`src/rtl/systolic_pe_if.sv`:
```
// rtl/systolic_pe_if.sv - operand/result bundle between a systolic PE and its neighbours
interface systolic_pe_if #(
    parameter int WIDTH = 16
);
    logic                    en;
    logic signed [WIDTH-1:0] a_in;
    logic signed [WIDTH-1:0] y_in;
    logic signed [WIDTH-1:0] b;
    logic signed [WIDTH-1:0] a_out;
    logic signed [WIDTH-1:0] y_out;
    logic                    valid_out;

    modport master (
        output en, a_in, y_in, b,
        input  a_out, y_out, valid_out
    );

    modport slave (
        input  en, a_in, y_in, b,
        output a_out, y_out, valid_out
    );
endinterface

```
`src/rtl/systolic_pe.sv`:
```
// rtl/systolic_pe.sv - signed fixed-point MAC processing element, one register stage
// Optional build macro PE_SATURATE_EN clamps the result instead of wrapping it.
module systolic_pe #(
    parameter int WIDTH    = 16,
    parameter int FRAC_BIT = 10
) (
    input logic          clk,
    input logic          rst,
    systolic_pe_if.slave pe
);
    localparam int PW = 2 * WIDTH;

    logic signed [PW-1:0]    a_ext;
    logic signed [PW-1:0]    b_ext;
    logic signed [PW-1:0]    y_ext;
    logic signed [PW-1:0]    prod;
    logic signed [PW-1:0]    quot;
    logic signed [PW-1:0]    sum;
    logic        [WIDTH-1:0] result;

    // Everything is carried at 2*WIDTH so the add can never overflow before reduction.
    always_comb begin
        a_ext = {{WIDTH{pe.a_in[WIDTH-1]}}, pe.a_in};
        b_ext = {{WIDTH{pe.b[WIDTH-1]}}, pe.b};
        y_ext = {{WIDTH{pe.y_in[WIDTH-1]}}, pe.y_in};
        prod  = a_ext * b_ext;
        quot  = prod >>> FRAC_BIT;
        sum   = quot + y_ext;
    end

`ifdef PE_SATURATE_EN
    // In range exactly when the bits from WIDTH-1 upward are all copies of the sign.
    always_comb begin
        result = sum[WIDTH-1:0];
        if (sum[PW-1:WIDTH-1] != {(WIDTH+1){1'b0}} &&
            sum[PW-1:WIDTH-1] != {(WIDTH+1){1'b1}}) begin
            if (sum[PW-1])
                result = {1'b1, {(WIDTH-1){1'b0}}};
            else
                result = {1'b0, {(WIDTH-1){1'b1}}};
        end
    end
`else
    logic [WIDTH-1:0] sum_unused_hi;

    assign {sum_unused_hi, result} = sum;
`endif

    always_ff @(posedge clk) begin
        if (rst) begin
            pe.a_out     <= '0;
            pe.y_out     <= '0;
            pe.valid_out <= 1'b0;
        end else if (pe.en) begin
            pe.a_out     <= pe.a_in;
            pe.y_out     <= result;
            pe.valid_out <= 1'b1;
        end else begin
            pe.valid_out <= 1'b0;
        end
    end
endmodule

```
`src/flat_wrapper.sv`:
```
// flat-port wrapper written by rule: the top's interface ports become plain ports
module systolic_pe_flat 
#(
    parameter int WIDTH    = 16,
    parameter int FRAC_BIT = 10
)
  (clk, rst, pe_en, pe_a_in, pe_y_in, pe_b, pe_a_out, pe_y_out, pe_valid_out);
  systolic_pe_if #(.WIDTH(WIDTH)) pe_i ();
  input logic clk;
  input logic rst;
  input wire logic [$bits(pe_i.en)-1:0] pe_en;
  input wire logic [$bits(pe_i.a_in)-1:0] pe_a_in;
  input wire logic [$bits(pe_i.y_in)-1:0] pe_y_in;
  input wire logic [$bits(pe_i.b)-1:0] pe_b;
  output wire logic [$bits(pe_i.a_out)-1:0] pe_a_out;
  output wire logic [$bits(pe_i.y_out)-1:0] pe_y_out;
  output wire logic [$bits(pe_i.valid_out)-1:0] pe_valid_out;
  assign pe_i.en = pe_en;
  assign pe_i.a_in = pe_a_in;
  assign pe_i.y_in = pe_y_in;
  assign pe_i.b = pe_b;
  assign pe_a_out = pe_i.a_out;
  assign pe_y_out = pe_i.y_out;
  assign pe_valid_out = pe_i.valid_out;
  systolic_pe #(.WIDTH(WIDTH), .FRAC_BIT(FRAC_BIT)) u_core (.clk(clk), .rst(rst), .pe(pe_i));
endmodule
```
`config.mk`:
```
export PLATFORM = sky130hd
export DESIGN_NAME = systolic_pe_flat
export DESIGN_NICKNAME = d
export VERILOG_FILES = /design/src/rtl/systolic_pe_if.sv /design/src/rtl/systolic_pe.sv /design/src/flat_wrapper.sv
export SDC_FILE = /design/constraint.sdc
export NUM_CORES = 1
export LEC_CHECK = 0
export CAP_MARGIN = 20
export CORE_ASPECT_RATIO = 0.5
export CORE_MARGIN = 5
export CORE_UTILIZATION = 65
export CTS_CLUSTER_DIAMETER = 150
export DETAILED_ROUTE_END_ITERATION = 8
export PLACE_DENSITY = 0.88
export SETUP_SLACK_MARGIN = 0.05
export SLEW_MARGIN = 5
export SYNTH_ARGS = -nofsm -noshare
export SYNTH_HDL_FRONTEND = slang
export SYNTH_SLANG_ARGS = --single-unit
```
`constraint.sdc`:
```
create_clock -name clk -period 19.55 [get_ports clk]
set_clock_uncertainty 0.05 [all_clocks]
set_input_delay 4.8875 -clock clk [delete_from_list [all_inputs] [get_ports clk]]
set_output_delay 4.8875 -clock clk [all_outputs]
set_load 0.005 [all_outputs]
```
==> results of run 1 <==
==> metrics by stage <==
stage                     std cells  utilization  area (sq um)  hold slack [ps]  worst slack, ps
after detailed placement       1332        0.736         10800              433             6030
after floorplan                1089            -          9820              428             7220
after global placement         1332        0.736         10800              423             6260
after CTS                      1340        0.747         10900              448             6310
after global routing           1341        0.749         10900              472             5990
final                          1342        0.749         10900              448             6280
==> registers in the layout (all words and copies together) (netlist names) <==
name / cells
u_core.pe.a_out: 16
u_core.pe.valid_out: 1
u_core.pe.y_out: 16
==> worst paths after layout <==
check,slack [ps],start,to,cells past startpoint
setup / recovery,6280,pe_a_in[10],u_core.pe.y_out[15],29
hold / removal,450,u_core.pe.y_out[2],u_core.pe.y_out[2],2
setup reg to reg,18770,u_core.pe.y_out[11],u_core.pe.y_out[11],2
hold reg to reg,450,u_core.pe.y_out[2],u_core.pe.y_out[2],2
==> cell usage in the layout, fill, tap and decap left out, drive strengths merged, types with 10 or more instances in the layout <==
master         count
inv              259
fa               209
nand2            124
and2             113
ha                88
clkdlybuf4s50     82
nor2              58
xnor2             35
dfxtp             33
mux2i             29
a21oi             13
xor2              10
==> synthesized netlist by cell type (all sizes together), types with 3 or more instances <==
| cell type | instances |
|---|---|
| mux2i | 29 |
| clkbuf | 37 |
| fa | 209 |
| nand3 | 3 |
| a211oi | 7 |
| o21ai | 4 |
| xor2 | 10 |
| o21a | 6 |
| and3 | 4 |
| or2 | 4 |
| nor2b | 4 |
| ha | 88 |
| nor3 | 8 |
| dfxtp | 33 |
| nand2b | 7 |
| a21o | 6 |
| nand2 | 124 |
| nor2 | 58 |
| and2 | 113 |
| a21oi | 13 |
| inv | 259 |
| xnor2 | 35 |
| a31oi | 3 |
==> cells by family (layout without fill, tap and decap cells) <==
| group | after synthesis | in the layout | synth area share |
|---|---|---|---|
| multiplexers | 29 | 29 | 0.0296 |
| XOR/XNOR | 46 | 46 | 0.0424 |
| flip-flops | 33 | 33 | 0.0673 |
| other | 0 | 1 | 0 |
| AND/OR/NAND/NOR | 330 | 330 | 0.163 |
| adder cells (fa/ha/maj) | 297 | 297 | 0.538 |
| AO/OA/AOI/OAI | 56 | 56 | 0.0462 |
| buffers and inverters | 298 | 352 | 0.114 |
==> metal layers <==
metal	up-vias	GRT usage	part of all wire
met4	0	0.0846	0.028
met3	72	0.0409	0.086
met2	364	0.488	0.48
li1	3328	-	-
met5	-	0	0
met1	3690	0.402	0.41
==> cell type report <==
type | count | area share
clock inverter | 1 | 0.00274
tap | 198 | 0.0226
inverter | 259 | 0.0888
antenna | 1 | 0.000229
clock buffer | 7 | 0.0130
sequential | 33 | 0.0603
multi-input combinational | 758 | 0.735
timing repair buffer | 85 | 0.0775
==> worst max-delay path, delay by kind of cell <==
kind / cells / cell delay (ps)
buf+inv: 4 / 1120
xor+xnor: 2 / 600
fa+ha+maj: 8 / 3690
simple gates: 5 / 1080
compound gates: 10 / 2030
==> impl_results.md, run 1 <==
* Post-Synthesis Cells at around 1100
* MaxCap Viol Count at 0
* Yosys top cell by area: fa_1
* Die area at between 0.015 and 0.02 sq mm
* Gpl congestion at 0.890
* Number of fill cells at between 900 and 1000
* RSZ-0062 raised after global routing: no
* Syn Std Cell Area at 0.00982 sq mm
* Most frequent CP cell: fa_1
* Worst EP arrival at 13420 ps
* CP max FO at 17
* Async set-or-reset flop fraction in the synthesized netlist at 0
* CTS clock-pin slew for the worst setup and hold paths at 60 ps
* Core Box Area at 0.0146 sq mm
* Mean post-synth cell area at 9.02 sq um
* Area grow syn2layout at 11.5%
* Port bufs at 83
* Die Wd at 184 um
* Hold-fix buffer count after cts at 0
* #FFs+latches synth at 33
* CP endpoint kind: flip-flop
* CTS resizes at 0
* Fin crit period at 13270 ps
* Routed Antenna Nets at 0
* Router iterations before antenna repair at 5
* Post-synth EDFFs at 0
* Nets at 1490
* Worst Tran Pin Value at between 900 and 1000 ps
* Final Cycle Share at 0.679
* DR iter-0 viols at 586
* Grt total ovfl at 0
* Setup TNS at 0 ps
* TritonCTS buffer count at 5
* Routed WL per cell at 18.7 um
* Routed vias/inst at 5.55
* Skew-Pair Late Insertion Delay at 280 ps
* Register area at 661 sq um
* Ys flop type: dfxtp_1
* CP max stage cell: clkdlybuf4s50_1
* Worst Hold Class: flip-flop to flip-flop
* Htree depth at 2
* Synth warn at 0
* Root Buffer: clkbuf_16
* Sink Count at 33
* Worst path required time at 19700 ps
* CTS tree: built
* Rows at 31
* Height of the chip at 96.9 um
* Yosys top cell area share at 0.426
* Clock Path Buffers at 2
* Max Slew Vio Count at 0
* Share of layout cells above drive strength 1 at 0.0192
* Vias in the first global route at roughly 8300
* Final wirelength at roughly 25000 um
* Final hold viol count at 0
* FMAX at between 70 and 80 MHz
* Max-slew headroom at 0.344
* Multi-input gate area at 0.00804 sq mm
* Max stage delay on crit path at 980 ps
* Detail Placement HPWL at around 20000 um
* Via count at around 7500
* Post-synthesis net count at 1437
* Synth area leaders: fa_1 43%, ha_1 11%, inv_1 9.9%
* Initial antenna violation count at 0
* Critical setup path kind: input pin to flip-flop
* Postcts setup bufs at 0
* First-pass GRT wire length at 41800 um
* Boundary Pins at 84
* Residual DRC at 0
* Post-synthesis sequential area ratio at 0.0673
* Initial core utilization at 0.672
* Tot GR Track Use at 0.293
* Largest net degree at the start of global routing at 37
* Worst setup SP type: input pin
* Outcome: complete, no violations
* Final setup viols at 0
* Synth cell types at 48
Power of run 1 is left out: the tool's default activity adds up to more than one toggle a clock period on the data nets, which glitch-free logic cannot reach.
==> run 2, diff against run 1 <==
--- a/config.mk
+++ b/config.mk
@@ -8,10 +8,10 @@
 export CAP_MARGIN = 20
 export CORE_ASPECT_RATIO = 0.5
 export CORE_MARGIN = 5
-export CORE_UTILIZATION = 65
+export CORE_UTILIZATION = 61
 export CTS_CLUSTER_DIAMETER = 150
 export DETAILED_ROUTE_END_ITERATION = 8
-export PLACE_DENSITY = 0.88
+export PLACE_DENSITY = 0.83
 export SETUP_SLACK_MARGIN = 0.05
 export SLEW_MARGIN = 5
 export SYNTH_ARGS = -nofsm -noshare
==> constraint.sdc (replaced) <==
create_clock -name clk -period 12.45 [get_ports clk]
set_clock_uncertainty 0.05 [all_clocks]
set_input_delay 3.1125 -clock clk [delete_from_list [all_inputs] [get_ports clk]]
set_output_delay 3.1125 -clock clk [all_outputs]
set_load 0.005 [all_outputs]
==> impl_results.md, run 2 (synthesized netlist as in run 1, its figures left out) <==
* Outcome: complete, no violations
* Largest regs: u_core.pe.a_out: 16 flops, u_core.pe.y_out: 16 flops, u_core.pe.valid_out: 1 flops
* Die area at 0.0189 sq mm (+6.0%)
* Max stage delay on crit path at 880 ps (-100 ps)
* Routed Antenna Nets at 0 (unchanged)
* Vias in the first global route at 8275 (-0.13%)
* MaxCap Viol Count at 0 (unchanged)
* Via count at 7366 (-1.2%)
* Boundary Pins at 84 (unchanged)
* Detail Placement HPWL at 20200 um (about the same)
* Reg2reg start: u_core.pe.y_out[15]
* TritonCTS buffer count at 5 (unchanged)
* Setup TNS at 0 ps (unchanged)
* Worst Hold Class: flip-flop to flip-flop
* Crit path launch: pe_a_in[6]
* CP max stage cell: clkdlybuf4s50_1
* Share of layout cells above drive strength 1 at 0.0261 (+0.00684)
* Met3 layer usage reported by global route at 0.0554 (+0.0145)
* Root Buffer: clkbuf_16
* Worst path required time at 12600 ps (-7100 ps)
* Max Slew Vio Count at 0 (unchanged)
* Final setup viols at 0 (unchanged)
* DR iter-0 viols at 526 (-10%)
* Final hold viol count at 0 (unchanged)
* Area grow syn2layout at 12.1%
* FMAX at 85.7 MHz
* Initial core utilization at 0.629 (-0.0427)
* CTS resizes at 0 (unchanged)
* First-pass GRT wire length at 42000 um (+0.55%)
* Core Box Area at 0.0156 sq mm (+6.8%)
* Router iterations before antenna repair at 5 (unchanged)
* CTS tree: built
* Gpl congestion at 0.965 (+8.4%)
* CP endpoint kind: flip-flop
* Worst reg2reg path endpoint: u_core.pe.y_out[15]
* Hold-fix buffer count after cts at 0 (unchanged)
* Postcts setup bufs at 0 (unchanged)
* Clock Path Buffers at 2 (unchanged)
* Tot GR Track Use at 0.280 (-0.0130)
* Met1 usage at 0.380 (-0.0226)
* CP max FO at 17 (unchanged)
* Skew-Pair Late Insertion Delay at 280 ps (about the same)
* Worst EP arrival at 11820 ps (-1600 ps)
* Final wirelength at 24600 um (-1.8%)
* Antenna Cells at 0 (-1)
* CTS clock-pin slew for the worst setup and hold paths at 60 ps (about the same)
* Die Wd at 189 um (+3.1%)
* Worst Tran Pin Value at 1000 ps (+17.2 ps)
* Routed vias/inst at 5.44 (-2.1%)
* Sink Count at 33 (unchanged)
* Post-layout util at 0.705 (-0.0436)
* Residual DRC at 0 (unchanged)
* Commonest non-fill, non-tap cell in the layout: inv_1
* Htree depth at 2 (unchanged)
* Port bufs at 83 (unchanged)
* Initial antenna violation count at 1 (+1)
* GRT Max-Usage Layer: met2
* Grt total ovfl at 0 (unchanged)
* Flop-to-flop setup slack at 11680 ps (-7090 ps)
* Nets at 1497 (+0.47%)
* Commonest cells after routing, fill and taps aside: 259 x inv_1, 209 x fa_1, 124 x nand2_1
* RSZ-0062 raised after global routing: no
* Met2 Use GR at 0.469 (-0.0187)
* Largest net degree at the start of global routing at 37 (unchanged)
* Rows at 32 (+3.2%)
* Routed WL per cell at 18.2 um (-2.7%)
* Max-slew headroom at 0.332 (-0.0115)
* Most frequent CP cell: fa_1
* Critical setup path kind: input pin to flip-flop
* Height of the chip at 99.7 um (+2.9%)
* Path depth of the worst reg2reg path at 2 (unchanged)
* CP endpoint: u_core.pe.y_out[15]
* Worst setup SP type: input pin
* Final Cycle Share at 0.937
* Fin crit period at 11670 ps
-- run 2: cell types whose count changed in the layout (fill, tap and decap cells not counted) --
cell,before,now
clkinvlp_4,0,1
diode_2,1,0
clkbuf_1,1,0
buf_4,1,8
-- run 2: per-layer routing --
layer,up-vias,part of all wire
met5,-,0.00028
met4,2,0.025
met3,55,0.090
met2,336,0.47
met1,3643,0.42
li1,3330,-
-- run 2: critical path, delay by kind of cell --
| kind | cells | cell delay (ps) |
|---|---|---|
| XOR/XNOR | 2 | 600 |
| buffers and inverters | 5 | 1080 |
| AO/OA/AOI/OAI | 10 | 2050 |
| AND/OR/NAND/NOR | 5 | 1330 |
| adder cells (fa/ha/maj) | 8 | 3620 |
-- run 2: metrics by stage --
step	area (sq um)	worst slack [ps]	instances	hold slack, ps
after floorplan	9820	1890	1089	428
final	11000	783	1354	440
after CTS	11000	887	1354	443
after global placement	10800	849	1345	423
after global routing	11000	462	1354	462
after detailed placement	10800	583	1346	430
-- run 2: final cells by class --
class | instances | area, sq um
Multi-Input combinational cell | 758 | 8040
Fill cell | 1186 | 4610
Inverter | 259 | 972
Timing Repair Buffer | 92 | 901
Sequential cell | 33 | 661
Tap cell | 204 | 255
Clock buffer | 6 | 139
Clock inverter | 2 | 37.5
-- run 2: worst min path at each step --
stage                               end  slack, ps                 from  cells after the start
CTS                  u_core.pe.y_out[2]        440   u_core.pe.y_out[2]                      2
floorplan           u_core.pe.y_out[11]        430  u_core.pe.y_out[11]                      2
global route         u_core.pe.y_out[2]        460   u_core.pe.y_out[2]                      2
finish              u_core.pe.y_out[10]        440  u_core.pe.y_out[10]                      2
global placement    u_core.pe.y_out[11]        420  u_core.pe.y_out[11]                      2
detailed placement   u_core.pe.y_out[2]        430   u_core.pe.y_out[2]                      2
Power of run 2 is left out for the same reason.
==> run 3, diff against run 2 <==
--- a/config.mk
+++ b/config.mk
@@ -8,10 +8,9 @@
 export CAP_MARGIN = 20
 export CORE_ASPECT_RATIO = 0.5
 export CORE_MARGIN = 5
-export CORE_UTILIZATION = 61
+export CORE_UTILIZATION = 30
 export CTS_CLUSTER_DIAMETER = 150
 export DETAILED_ROUTE_END_ITERATION = 8
-export PLACE_DENSITY = 0.83
 export SETUP_SLACK_MARGIN = 0.05
 export SLEW_MARGIN = 5
 export SYNTH_ARGS = -nofsm -noshare
==> impl_results.md, run 3 (synthesized netlist as in run 1, its figures left out) <==
* Area grow syn2layout at 14.8%
* Final Cycle Share at 0.918 (-0.0190)
* Rows at 46 (+44%)
* Final hold viol count at 0 (unchanged)
* Via count at 7088 (-3.8%)
* Routed WL per cell at 15.6 um (-14%)
* Worst Hold Class: flip-flop to flip-flop
* Hold-fix buffer count after cts at 0 (unchanged)
* Clock Path Buffers at 2 (unchanged)
* Share of layout cells above drive strength 1 at 0.0244 (-0.00172)
* Height of the chip at 138 um (+38%)
* Final wirelength at 24600 um (+0.15%)
* Worst path required time at 12590 ps (about the same)
* FMAX at 87.5 MHz (+2.1%)
* Post-layout util at 0.352 (-0.353)
* First-pass GRT wire length at 41100 um (-2.2%)
* Antenna Cells at 0 (unchanged)
* Pre-CTS WS at 735 ps (+152 ps)
* Htree depth at 2 (unchanged)
* RSZ-0062 raised after global routing: no
* CTS tree: built
* Router iterations before antenna repair at 5 (unchanged)
* Worst setup SP type: input pin
* GRT Max-Usage Layer: met2
* Nets at 1497 (unchanged)
* CP max stage cell: clkdlybuf4s50_1
* Grt total ovfl at 0 (unchanged)
* Outcome: complete, no violations
* Flop-to-flop setup slack at 11680 ps (about the same)
* Boundary Pins at 84 (unchanged)
* Final setup viols at 0 (unchanged)
* Largest net degree at the start of global routing at 37 (unchanged)
* Skew-Pair Late Insertion Delay at 280 ps (about the same)
* Most frequent CP cell: fa_1
* Setup TNS at 0 ps (unchanged)
* Routed Antenna Nets at 0 (unchanged)
* CP max FO at 17 (unchanged)
* Max-slew headroom at 0.344 (+0.0121)
* Postcts setup bufs at 0 (unchanged)
* Initial antenna violation count at 0 (-1)
* Sink Count at 33 (unchanged)
* Worst Tran Pin Value at 984 ps (-18.1 ps)
* MaxCap Viol Count at 0 (unchanged)
* Root Buffer: clkbuf_16
* CTS resizes at 0 (unchanged)
* Met1 usage at 0.179 (-0.201)
* Gpl congestion at 0.863 (-11%)
* Met2 Use GR at 0.263 (-0.207)
* Final worst setup slack at 1020 ps (+236 ps)
* DR iter-0 viols at 249 (-53%)
* Fin crit period at 11430 ps (-236 ps)
* Max stage delay on crit path at 810 ps (-70 ps)
* Largest regs: u_core.pe.a_out: 16 flops, u_core.pe.y_out: 16 flops, u_core.pe.valid_out: 1 flops
* Worst EP arrival at 11580 ps (-240 ps)
* CP endpoint kind: flip-flop
* Port bufs at 83 (unchanged)
* Commonest cells after routing, fill and taps aside: 259 x inv_1, 209 x fa_1, 124 x nand2_1
* Vias in the first global route at 7967 (-3.7%)
* Commonest non-fill, non-tap cell in the layout: inv_1
* Initial core utilization at 0.307 (-0.322)
* Core Box Area at 0.0320 sq mm (+100%)
* Die area at 0.0367 sq mm (+94%)
* Routed vias/inst at 4.48 (-18%)
* Residual DRC at 0 (unchanged)
* Tot GR Track Use at 0.140 (-0.140)
* CTS clock-pin slew for the worst setup and hold paths at 50 ps (about the same)
* TritonCTS buffer count at 5 (unchanged)
* Max Slew Vio Count at 0 (unchanged)
* Met3 layer usage reported by global route at 0.0137 (-0.0417)
* Detail Placement HPWL at 21100 um (+4.4%)
* Critical setup path kind: input pin to flip-flop
* Die Wd at 266 um (+40%)
run 3: metrics by stage:
| step | std cells | instance area (sq um) | hold WS (ps) |
|---|---|---|---|
| global route | 1581 | 11300 | 459 |
| detailed placement | 1574 | 11100 | 431 |
| global placement | 1573 | 11100 | 422 |
| CTS | 1581 | 11300 | 446 |
| floorplan | 1089 | 9820 | 428 |
| finish | 1581 | 11300 | 444 |
run 3: routing by layer:
layer	wire [um]	up-vias
met2	12700	121
li1	-	3332
met4	303	0
met3	887	19
met1	10700	3616
met5	0	-
run 3: worst max-delay path: cells and delay by family:
| family | cells | cell delay, ps |
|---|---|---|
| adder cells (fa/ha/maj) | 8 | 3570 |
| AO/OA/AOI/OAI | 10 | 2020 |
| AND/OR/NAND/NOR | 5 | 1260 |
| buffers and inverters | 5 | 1000 |
| XOR/XNOR | 2 | 570 |
run 3: final timing paths:
path	depth (start not counted)	start	end
worst max-delay path	30	pe_a_in[6]	u_core.pe.y_out[15]
worst min-delay path	2	u_core.pe.a_out[10]	u_core.pe.a_out[10]
worst max register to register	2	u_core.pe.y_out[15]	u_core.pe.y_out[15]
worst min register to register	2	u_core.pe.a_out[10]	u_core.pe.a_out[10]
run 3: cell type report:
| cell class | count | area (sq um) |
|---|---|---|
| fill | 3311 | 20700 |
| tap | 432 | 541 |
| timing repair buffer | 92 | 913 |
| clock buffer | 7 | 143 |
| sequential | 33 | 661 |
| multi-input combinational | 758 | 8040 |
| inverter | 259 | 972 |
Power of run 3 is left out for the same reason.
